File: config.mk
export PLATFORM = sky130hd
export DESIGN_NAME = conv_frame_loader
export DESIGN_NICKNAME = d
export VERILOG_FILES = /design/src/rtl/conv_pkg.sv /design/src/rtl/conv_frame_loader.sv
export SDC_FILE = /design/constraint.sdc
export NUM_CORES = 1
export LEC_CHECK = 0
export ABC_CLOCK_PERIOD_IN_PS = 5600
export CAP_MARGIN = 25
export CORE_UTILIZATION = 45
export CTS_CLUSTER_SIZE = 25
export DETAILED_ROUTE_END_ITERATION = 12
export PLACE_DENSITY = 0.79
export SLEW_MARGIN = 20
export SYNTH_ARGS = -nofsm -noshare
export SYNTH_HDL_FRONTEND = slang
export SYNTH_SLANG_ARGS = --single-unit
File: constraint.sdc
create_clock -name clk -period 5.6 [get_ports clk]
set_clock_uncertainty 0.1 [all_clocks]
set_input_delay 1.68 -clock clk [delete_from_list [all_inputs] [get_ports clk]]
set_output_delay 1.68 -clock clk [all_outputs]
set_load 0.02 [all_outputs]
File: src/rtl/conv_pkg.sv
// Shared definitions for the convolution frame loader: FSM encoding and byte counts.
package conv_pkg;

  typedef enum logic [1:0] {
    LOAD_W  = 2'd0,
    LOAD_F  = 2'd1,
    PRESENT = 2'd2
  } state_t;

  localparam int KS_DEF  = 3;
  localparam int IMG_DEF = 5;
  localparam int NW      = KS_DEF * KS_DEF;
  localparam int NP      = IMG_DEF * IMG_DEF;

  // Bytes in a square block of the given side length.
  function automatic int byte_count(input int side);
    return side * side;
  endfunction

  // Counter width able to index the larger of the two phases.
  function automatic int cnt_bits(input int nw, input int np);
    int mx;
    mx = (nw > np) ? nw : np;
    return (mx < 2) ? 1 : $clog2(mx);
  endfunction

endpackage

File: src/rtl/conv_frame_loader.sv
// Streams a kernel then an image into packed registers and presents them to the
// convolution stage. Handshake: a byte moves on a rising edge with in_valid && in_ready.
module conv_frame_loader
  import conv_pkg::*;
#(
  parameter int PIX_W = 8,
  parameter int IMG   = IMG_DEF,
  parameter int KS    = KS_DEF
) (
  input  logic                       clk,
  input  logic                       rst,
  input  logic [PIX_W-1:0]           in_data,
  input  logic                       in_valid,
  output logic                       in_ready,
  input  logic                       reload_w,
  output logic [IMG*IMG*PIX_W-1:0]   f,
  output logic [KS*KS*PIX_W-1:0]     w,
  output logic                       out_valid,
  input  logic                       out_ready,
  output logic                       w_loaded,
  output logic [1:0]                 dbg_state
);

  localparam int NW_L  = byte_count(KS);
  localparam int NP_L  = byte_count(IMG);
  localparam int CNT_W = cnt_bits(NW_L, NP_L);
  localparam logic [CNT_W-1:0] CNT_ONE = CNT_W'(1);
  localparam logic [CNT_W-1:0] W_LAST  = CNT_W'(NW_L - 1);
  localparam logic [CNT_W-1:0] P_LAST  = CNT_W'(NP_L - 1);

  state_t           state, state_nxt;
  logic [CNT_W-1:0] cnt;
  logic             xfer;

  assign in_ready  = (state != PRESENT);
  assign out_valid = (state == PRESENT);
  assign xfer      = in_valid && in_ready;
  assign dbg_state = state;

  always_comb begin
    state_nxt = state;
    case (state)
      LOAD_W:  if (xfer && cnt == W_LAST) state_nxt = LOAD_F;
      LOAD_F:  if (xfer && cnt == P_LAST) state_nxt = PRESENT;
      PRESENT: if (out_ready) state_nxt = reload_w ? LOAD_W : LOAD_F;
      default: state_nxt = LOAD_W;
    endcase
  end

  always_ff @(posedge clk) begin
    if (rst) begin
      state    <= LOAD_W;
      cnt      <= '0;
      f        <= '0;
      w        <= '0;
      w_loaded <= 1'b0;
    end else begin
      state <= state_nxt;
      // Counter restarts on every phase change, so the last byte of one phase
      // and the first byte of the next can go on consecutive edges.
      if (state_nxt != state)
        cnt <= '0;
      else if (xfer)
        cnt <= cnt + CNT_ONE;

      if (xfer && state == LOAD_W) begin
        w[(NW_L - 1 - int'(cnt)) * PIX_W +: PIX_W] <= in_data;
        if (cnt == W_LAST) w_loaded <= 1'b1;
      end
      if (xfer && state == LOAD_F)
        f[int'(cnt) * PIX_W +: PIX_W] <= in_data;
    end
  end

endmodule

==> results of run 1 <==
## cells by family (layout without fill, tap and decap cells)
logic type	Yosys count	after routing	share of synthesized area [%]
fa+ha+maj	11	11	1.17
buf+inv	99	370	3.63
compound gates	92	92	5.06
flops	280	280	47.8
mux	231	231	19.7
xor+xnor	10	10	0.865
simple gates	505	505	21.7
## state kept, by name (all words and copies together), names as in the netlist
signal     count
f            200
w_loaded       1
dbg_state      2
w             72
cnt            5
## layout by cell type, fill, tap and decap left out, types with 4 or more instances in the layout
cell | synthesis | final
nor2_1 | 174 | 174
or3_1 | 4 | 4
dfxtp_1 | 280 | 279
o21ai_0 | 37 | 37
clkbuf_8 | 0 | 7
buf_4 | 2 | 16
clkdlybuf4s50_1 | 0 | 288
inv_1 | 12 | 12
a211o_1 | 4 | 4
o2111ai_1 | 6 | 6
nor3_2 | 5 | 5
o31ai_1 | 10 | 10
nand3_1 | 48 | 48
and2_1 | 15 | 15
nor2_2 | 4 | 4
ha_1 | 11 | 11
nand2_1 | 164 | 164
nor2b_1 | 12 | 12
xnor2_1 | 6 | 6
clkinv_2 | 0 | 6
clkbuf_16 | 0 | 28
nor4_4 | 8 | 8
or4_1 | 14 | 14
o211ai_1 | 6 | 6
mux2i_1 | 231 | 231
nor3_4 | 4 | 4
nor3_1 | 7 | 7
nand2b_1 | 7 | 7
a21oi_1 | 15 | 15
## cell type report
type	instances	area (um2)	area share [%]
multi-input cells	849	5700	36.1
flip-flops and latches	280	5610	35.6
repair buffers	307	3030	19.2
clock buffers	38	808	5.13
well taps	330	413	2.62
clock inverters	12	153	0.968
inverters	13	51.3	0.325
## routing by layer
layer / global-route usage (%) / wire, um
met1: 33.6 / 15000
met2: 43.2 / 17000
met3: 7.69 / 3400
met4: 8.33 / 1080
met5: 0 / 0
## worst max-delay path: cells and delay by family (launching register included)
family	cells	cell delay (ns)
fa+ha+maj	2	0.77
simple gates	5	2.39
flops	1	0.68
buf+inv	2	0.26
compound gates	3	0.82
## per-stage QoR
| stage | setup WS, ns | total power (uW) | utilization, % | hold slack (ns) |
|---|---|---|---|---|
| after floorplan | 1.10 | 2320 | - | 0.433 |
| after global placement | 0.745 | 2420 | 58.3 | 0.345 |
| after detailed placement | 0.454 | 2420 | 58.3 | 0.349 |
| after CTS | 0.352 | 4340 | 62.1 | 0.358 |
| after global routing | 0.158 | 4440 | 62.2 | 0.367 |
| final | 0.468 | 4310 | 62.2 | 0.357 |
## synthesized netlist by cell type, types with 5 or more instances
cell       number
nand2b_1        7
nor3_1          7
ha_1           11
o31ai_1        10
nor2_1        174
mux2i_1       231
o21ai_0        37
nor4_4          8
nand2_1       164
inv_1          12
buf_2          13
nand3_1        48
a21oi_1        15
and2_1         15
nor2b_1        12
o2111ai_1       6
dfxtp_1       280
o211ai_1        6
clkbuf_1       63
xnor2_1         6
or4_1          14
nor3_2          5
## power groups by stage
| stage | clock, uW | combinational [uW] | sequential [uW] |
|---|---|---|---|
| after floorplan | 0 | 266 | 2050 |
| after global placement | 0 | 364 | 2050 |
| after detailed placement | 0 | 370 | 2050 |
| after CTS | 1960 | 370 | 2010 |
| after global routing | 2030 | 402 | 2010 |
| final | 1930 | 379 | 2010 |
## worst paths after layout
check	slack (ns)	endpoint	cells past startpoint
worst max-delay path	0.47	w[5]$_SDFFE_PP0P_	12
worst min-delay path	0.36	f[94]$_SDFFE_PP0P_	2
worst max register to register	0.47	w[5]$_SDFFE_PP0P_	12
worst min register to register	0.36	f[94]$_SDFFE_PP0P_	2
## timing repair
item,in CTS,in global routing
endpoints found under the hold margin,0,0
setup endpoints to repair,0,3
resized for setup,0,1
==> results.py, run 1 <==
metrics = {
    "status": {
        "status": "complete, no violations",
    },
    "sta": {
        "relSlewSlack_pct": 33.7,
        "setup_tns_ns": 0,
        "layout_min_cycle_time_ns": 5.13,
        "rsz0062_at_grt": "no",
        "slew_violations": 0,
        "fmax_mhz": 195,
        "tightest_slew_ns": 0.987,
        "hold_viol": 0,
        "setup_viol": 0,
        "finalCritPeriodShare_pct": 91.7,
    },
    "critical_path": {
        "crit_required_ns": 5.96,
        "path_cells": "inv_1 > ha_1 > or3b_2 > a21boi_0 > or4_1 > inv_1 > ha_1 > nor4bb_1 > and4_1 > o211ai_1 > or4_1 > a21oi_1",
        "worst-path-max-fanout": 16,
        "path_class": "reg2reg",
        "crit_path_max_incr_delay_ns": 0.68,
        "r2r-start": "cnt[1]$_SDFFE_PP0P_",
        "cp-startpoint": "cnt[1]$_SDFFE_PP0P_",
        "worstSetupEndpointType": "flip-flop",
        "critPathLaunchType": "flip-flop",
        "worst_ep_arrival_time_ns": 5.49,
        "slowest_stage": "dfxtp_1",
    },
    "clock_network": {
        "htreeDepth": 1,
        "clockBufferDepth": 3,
        "numCtsBuffers": 28,
        "root_buffer": "clkbuf_16",
        "clock-sinks": 280,
        "hold_buffers": 0,
        "post_cts_buffers": 0,
        "cts.clk_slew.worst_paths_ns": 0.06,
        "clkLatencyLatePin_ns": 0.55,
        "cts_tree": "yes",
    },
    "die": {
        "dieArea_um2": 26700,
        "row_count": 58,
        "die_h_um": 163,
        "die_w_um": 163,
        "coreArea_um2": 25300,
        "ios": 290,
        "start_util_pct": 46.3,
    },
    "synth": {
        "synth_area_um2": 11700,
        "yosysTopAreaCellShare_pct": 47.8,
        "synth_warnings": 0,
        "ys_seq_area_share_pct": 47.8,
        "synth_cell_types": 64,
        "synth_edf_count": 0,
        "synthCells": 1228,
        "synthTopCellsByArea": "dfxtp_1, mux2i_1, nor2_1",
        "synth.ff_latch_count": 280,
        "syn-num-nets": 1252,
        "async_flop_share_pct": 0,
        "syn_avg_cell_area_um2": 9.54,
        "synthFlopType": "dfxtp_1",
        "synth_area_leader_cell": "dfxtp_1",
    },
    "placed_design": {
        "placed_cells": 1777,
        "gp_congestion": 0.857,
        "place_area_um2": 14800,
        "dp.final_hpwl_um": 25200,
        "io_buffers": 289,
    },
    "min_path": {
        "holdCritPathClass": "reg2reg",
        "hold_path_startpoint": "f[94]$_SDFFE_PP0P_",
    },
    "power_and_ir_drop": {
        "clock_power_share_pct": 44.6,
        "seq_power_share_pct": 46.6,
        "swShare_pct": 24.6,
        "p_int_uw": 3250,
        "p_sw_uw": 1060,
        "leakage_uw": 0.00584,
        "power.density_nw_per_um2": 274,
        "peakVddDrop_mv": 0.257,
        "pwr-share-comb_pct": 8.8,
    },
    "finish": {
        "layout.nets": 1503,
        "nFillCells": 2082,
        "fin_cells": 1829,
        "syn2layout_area_growth_pct": 34.5,
        "drive_gt1_share_pct": 6.94,
        "diodes": 0,
        "design_area_um2": 15800,
    },
    "global_route": {
        "track_usage_pct": 26.5,
        "grt_antenna_before_repair": 0,
        "grt_pass1_wl_um": 55100,
        "grt_max_degree": 111,
        "grt_pass1_vias": 9505,
        "overflow": 0,
    },
    "routing": {
        "drtIter0Drc": 741,
        "final_antenna_net_count": 0,
        "routedWlPerCell_um": 19.9,
        "drc": 0,
        "firstDrtPassIters": 5,
        "vias": 10000,
        "vias_per_cell": 5.49,
        "wl_um": 36400,
    },
    "flow_run": {
        "max-cap-violations": 0,
    },
}
Power figures use the tool's default switching activity.
==> run 2: changes to the inputs <==
Settings changed: CAP_MARGIN 25 to unset.
==> run 2 against run 1 <==
Effect of this change:
- flip-flop and latch count is the same
- final cell count shrank 0.11%
- power is essentially flat
- worst setup slack gained 0.0022 ns
- final area is essentially flat
- core utilization shrank 0.059 points
- non-clock buffer count shrank 2
- first-iteration DRC count shrank 0.81%
- register-to-register slack is essentially flat
- critical path type unchanged
- largest cell class unchanged
- largest power group unchanged
==> results.py, run 2 (synthesis gave the netlist of run 1 again) <==
metrics = {
    "status": {
        "status": "complete, no violations",
    },
    "finish": {
        "syn2layout_area_growth_pct": 34.4,
        "final_common_cell": "clkdlybuf4s50_1",
        "utilization_pct": 62.2,
        "largest_reg_flops": 200,
        "final_cell_mix": "clkdlybuf4s50_1, dfxtp_1, mux2i_1",
        "drive_gt1_share_pct": 6.81,
        "reg.largest.list": "f x200, w x72, cnt x5",
        "layout.nets": 1501,
        "fin_cells": 1827,
        "diodes": 0,
        "largest-register": "f",
    },
    "placed_design": {
        "dp_slack_ns": 0.454,
        "dp.final_hpwl_um": 25200,
        "io_buffers": 289,
        "gp_congestion": 0.857,
        "placed_cells": 1777,
    },
    "routing": {
        "drtIter0Drc": 735,
        "firstDrtPassIters": 5,
        "routedWlPerCell_um": 19.9,
        "final_antenna_net_count": 0,
        "vias_per_cell": 5.48,
        "drc": 0,
        "vias": 10000,
        "wl_um": 36300,
    },
    "critical_path": {
        "path_class": "reg2reg",
        "critPathLaunchType": "flip-flop",
        "crit_path_max_incr_delay_ns": 0.67,
        "crit_family": "simple AND/OR/NAND/NOR gates",
        "worst-path-max-fanout": 16,
        "worst_ep_arrival_time_ns": 5.48,
        "slowest_stage": "dfxtp_1",
        "ff2ff_setup_slack_ns": 0.47,
        "path_cells": "inv_1 > ha_1 > or3b_2 > a21boi_0 > or4_1 > inv_1 > ha_1 > nor4bb_1 > and4_1 > o211ai_1 > or4_1 > a21oi_1",
        "crit_buf_inv": 2,
        "worstSetupEndpointType": "flip-flop",
        "crit_required_ns": 5.95,
    },
    "clock_network": {
        "cts_tree": "yes",
        "cts.clk_slew.worst_paths_ns": 0.06,
        "numCtsBuffers": 28,
        "htreeDepth": 1,
        "clock-sinks": 280,
        "root_buffer": "clkbuf_16",
        "clkLatencyLatePin_ns": 0.55,
        "clockBufferDepth": 3,
        "hold_buffers": 0,
    },
    "flow_run": {
        "max-cap-violations": 0,
    },
    "global_route": {
        "overflow": 0,
        "grt_max_degree": 111,
        "track_usage_pct": 26.5,
        "grt_antenna_before_repair": 0,
        "grt_pass1_wl_um": 55100,
        "grt_pass1_vias": 9505,
    },
    "sta": {
        "tightest_slew_ns": 1.09,
        "fmax_mhz": 195,
        "setup_viol": 0,
        "layout_min_cycle_time_ns": 5.13,
        "finalCritPeriodShare_pct": 91.6,
        "relSlewSlack_pct": 27.1,
        "hold_viol": 0,
        "rsz0062_at_grt": "no",
        "setup_ws_ns": 0.470,
        "setup_tns_ns": 0,
        "slew_violations": 0,
    },
    "power_and_ir_drop": {
        "peakVddDrop_mv": 0.258,
        "power.density_nw_per_um2": 274,
        "leakage_uw": 0.00583,
    },
    "die": {
        "start_util_pct": 46.3,
        "dieArea_um2": 26700,
        "row_count": 58,
        "die_w_um": 163,
        "coreArea_um2": 25300,
        "die_h_um": 163,
        "ios": 290,
    },
    "min_path": {
        "holdCritPathClass": "reg2reg",
    },
}
==> run 2: cell count changes in the layout (fill, tap and decap cells not counted), sizes merged <==
| cell | previous run | this run |
|---|---|---|
| buf | 18 | 17 |
| clkbuf | 39 | 38 |
==> run 2: final timing paths <==
check	startpoint	endpoint	depth (start not counted)
worst min-delay path	f[96]$_SDFFE_PP0P_	f[96]$_SDFFE_PP0P_	2
worst max register to register	cnt[1]$_SDFFE_PP0P_	w[5]$_SDFFE_PP0P_	12
worst min register to register	f[96]$_SDFFE_PP0P_	f[96]$_SDFFE_PP0P_	2
worst max-delay path	cnt[1]$_SDFFE_PP0P_	w[5]$_SDFFE_PP0P_	12
==> run 2: worst register-to-register path, cell delays in order, from the launching register on <==
cell      delay (ns)
dfxtp_1         0.67
inv_1           0.17
ha_1            0.39
or3b_2          0.56
a21boi_0        0.22
or4_1           0.49
inv_1           0.09
ha_1            0.38
nor4bb_1        0.34
and4_1          0.37
o211ai_1        0.42
or4_1           0.64
a21oi_1         0.19
==> run 2: repair_timing <==
item	CTS	global route
gates resized for setup	0	1
setup endpoints to repair	0	3
setup buffers	0	0
==> run 2: final cells by class <==
cell class / count / area (um2)
clock buffers: 38 / 808
fillers: 2082 / 9580
repair buffers: 305 / 3020
clock inverters: 12 / 153
multi-input cells: 849 / 5700
flip-flops and latches: 280 / 5610
inverters: 13 / 51.3
well taps: 330 / 413
==> run 2: where the power goes <==
| part | leakage (uW) | switching, uW | internal (uW) |
|---|---|---|---|
| clock network | 0.000476 | 779 | 1150 |
| registers | 0.00225 | 11.0 | 2000 |
| logic | 0.00310 | 271 | 105 |
==> run 2: through the flow <==
step / total power, uW / instance area [um2] / hold slack, ns
3_5_place_dp: 2420 / 14800 / 0.349
2_1_floorplan: 2320 / 11700 / 0.433
3_3_place_gp: 2420 / 14800 / 0.345
6_report: 4310 / 15700 / 0.360
4_1_cts: 4340 / 15700 / 0.358
5_1_grt: 4440 / 15700 / 0.367
==> run 2: routing by layer <==
metal  wire length (um)  vias up  GRT usage [%]
met1              14800     4786           33.6
met4               1090        0           8.33
li1                   -     4718              -
met3               3530       67           7.69
met5                  0        -              0
met2              16900      433           43.2
==> run 3: changes to the inputs <==
Settings changed: PLACE_DENSITY 0.79 to 0.74.
==> run 3 against run 2 <==
Effect of this change:
- global-route usage is essentially flat
- routed wire length is 0.17% lower
- critical path depth unchanged
- final cell count is 0.22% higher
- flip-flop and latch count unchanged
- clock-buffer cell count is 3 higher
- register-to-register slack gained 0.10 ns
- clock power hardly changed
- via count shrank 2.0%
- worst hold slack got worse by 0.0077 ns
- worst setup slack gained 0.10 ns
- largest power group unchanged
- highest routed layer unchanged
==> results.py, run 3 (synthesis gave the netlist of run 1 again) <==
metrics = {
    "routing": {
        "vias": 9800,
        "routed.top_layer": "met4",
        "routedWlPerCell_um": 19.8,
        "met1Wirelength_um": 15700,
        "dr_wl_met3_um": 3480,
        "drc": 0,
        "final_antenna_net_count": 0,
        "firstDrtPassIters": 5,
        "routed-wl-met2_um": 16200,
        "vias_per_cell": 5.35,
        "drtIter0Drc": 584,
        "wl_um": 36300,
    },
    "global_route": {
        "track_usage_pct": 26.5,
        "overflow": 0,
        "grt_max_degree": 109,
        "grt_pass1_vias": 9386,
        "grt_antenna_before_repair": 1,
        "grt_pass1_wl_um": 54900,
    },
    "power_and_ir_drop": {
        "leakage_uw": 0.00585,
        "peakVddDrop_mv": 0.245,
        "power.density_nw_per_um2": 273,
        "power_uw": 4310,
    },
    "finish": {
        "layout.nets": 1506,
        "final_cell_mix": "clkdlybuf4s50_1, dfxtp_1, mux2i_1",
        "largest-register": "f",
        "utilization_pct": 62.2,
        "reg.largest.list": "f x200, w x72, cnt x5",
        "fin_cells": 1831,
        "final_common_cell": "clkdlybuf4s50_1",
        "drive_gt1_share_pct": 6.73,
        "largest_reg_flops": 200,
        "diodes": 0,
        "nFillCells": 2061,
        "syn2layout_area_growth_pct": 34.4,
    },
    "die": {
        "ios": 290,
        "coreArea_um2": 25300,
        "dieArea_um2": 26700,
        "die_h_um": 163,
        "row_count": 58,
        "start_util_pct": 46.3,
        "die_w_um": 163,
    },
    "sta": {
        "setup_ws_ns": 0.575,
        "hold_viol": 0,
        "slew_violations": 0,
        "tightest_slew_ns": 1.09,
        "relSlewSlack_pct": 27.0,
        "layout_min_cycle_time_ns": 5.03,
        "setup_tns_ns": 0,
        "setup_viol": 0,
        "rsz0062_at_grt": "no",
        "fmax_mhz": 199,
        "finalCritPeriodShare_pct": 89.7,
    },
    "clock_network": {
        "clock-sinks": 280,
        "clockBufferDepth": 3,
        "clkLatencyLatePin_ns": 0.56,
        "post_cts_resized": 0,
        "htreeDepth": 1,
        "cts_tree": "yes",
        "numCtsBuffers": 29,
        "hold_buffers": 0,
        "post_cts_buffers": 0,
        "root_buffer": "clkbuf_16",
        "cts.clk_slew.worst_paths_ns": 0.06,
    },
    "placed_design": {
        "io_buffers": 289,
        "dp_slack_ns": 0.678,
        "dp.final_hpwl_um": 25100,
        "gp_congestion": 0.848,
        "placed_cells": 1780,
    },
    "min_path": {
        "holdCritPathClass": "reg2reg",
    },
    "flow_run": {
        "max-cap-violations": 0,
    },
    "status": {
        "status": "complete, no violations",
    },
    "critical_path": {
        "worst-path-max-fanout": 16,
        "crit_required_ns": 5.98,
        "critPathLaunchType": "flip-flop",
        "worstSetupEndpointType": "flip-flop",
        "path_class": "reg2reg",
        "worst_ep_arrival_time_ns": 5.40,
    },
}
==> run 3: final cells by class <==
cell class                 instances  area, um2  area share, %
clock buffer                      41        831           5.28
sequential                       280       5610           35.6
tap                              330        413           2.62
timing repair buffer             309       3040           19.3
clock inverter                     9        114          0.723
multi-input combinational        849       5690           36.1
inverter                          13       51.3          0.326
==> run 3: routing by layer <==
metal	vias up	GRT usage (%)
li1	4712	-
met1	4640	34.4
met2	394	42.0
met4	0	7.94
met5	-	0
met3	54	8.33
==> run 3: power breakdown <==
part           internal (uW)  total (uW)  switching, uW
sequential              2000        2000           6.12
clock                   1120        1920            800
combinational            108         381            274
total                   3230        4310           1080
==> run 3: path summary, 6_finish.rpt <==
kind / from / to / slack [ns] / cells after the start
max: cnt[1]$_SDFFE_PP0P_ / w[5]$_SDFFE_PP0P_ / 0.57 / 12
min: w[41]$_SDFFE_PP0P_ / w[41]$_SDFFE_PP0P_ / 0.35 / 2
max reg2reg: cnt[1]$_SDFFE_PP0P_ / w[5]$_SDFFE_PP0P_ / 0.57 / 12
min reg2reg: w[41]$_SDFFE_PP0P_ / w[41]$_SDFFE_PP0P_ / 0.35 / 2
==> run 3: metrics by stage <==
step	hold WS (ns)	area [um2]
floorplan	0.433	11700
global placement	0.342	14800
detailed placement	0.347	14800
CTS	0.356	15700
global route	0.374	15700
finish	0.352	15700
==> run 3: worst max-delay path: stages (launching register included) <==
cell	delay (ns)
dfxtp_1	0.63
inv_1	0.16
ha_1	0.39
or3b_2	0.56
a21boi_0	0.21
or4_1	0.49
inv_1	0.08
ha_1	0.38
nor4bb_1	0.30
and4_1	0.36
o211ai_1	0.45
or4_1	0.65
a21oi_1	0.18
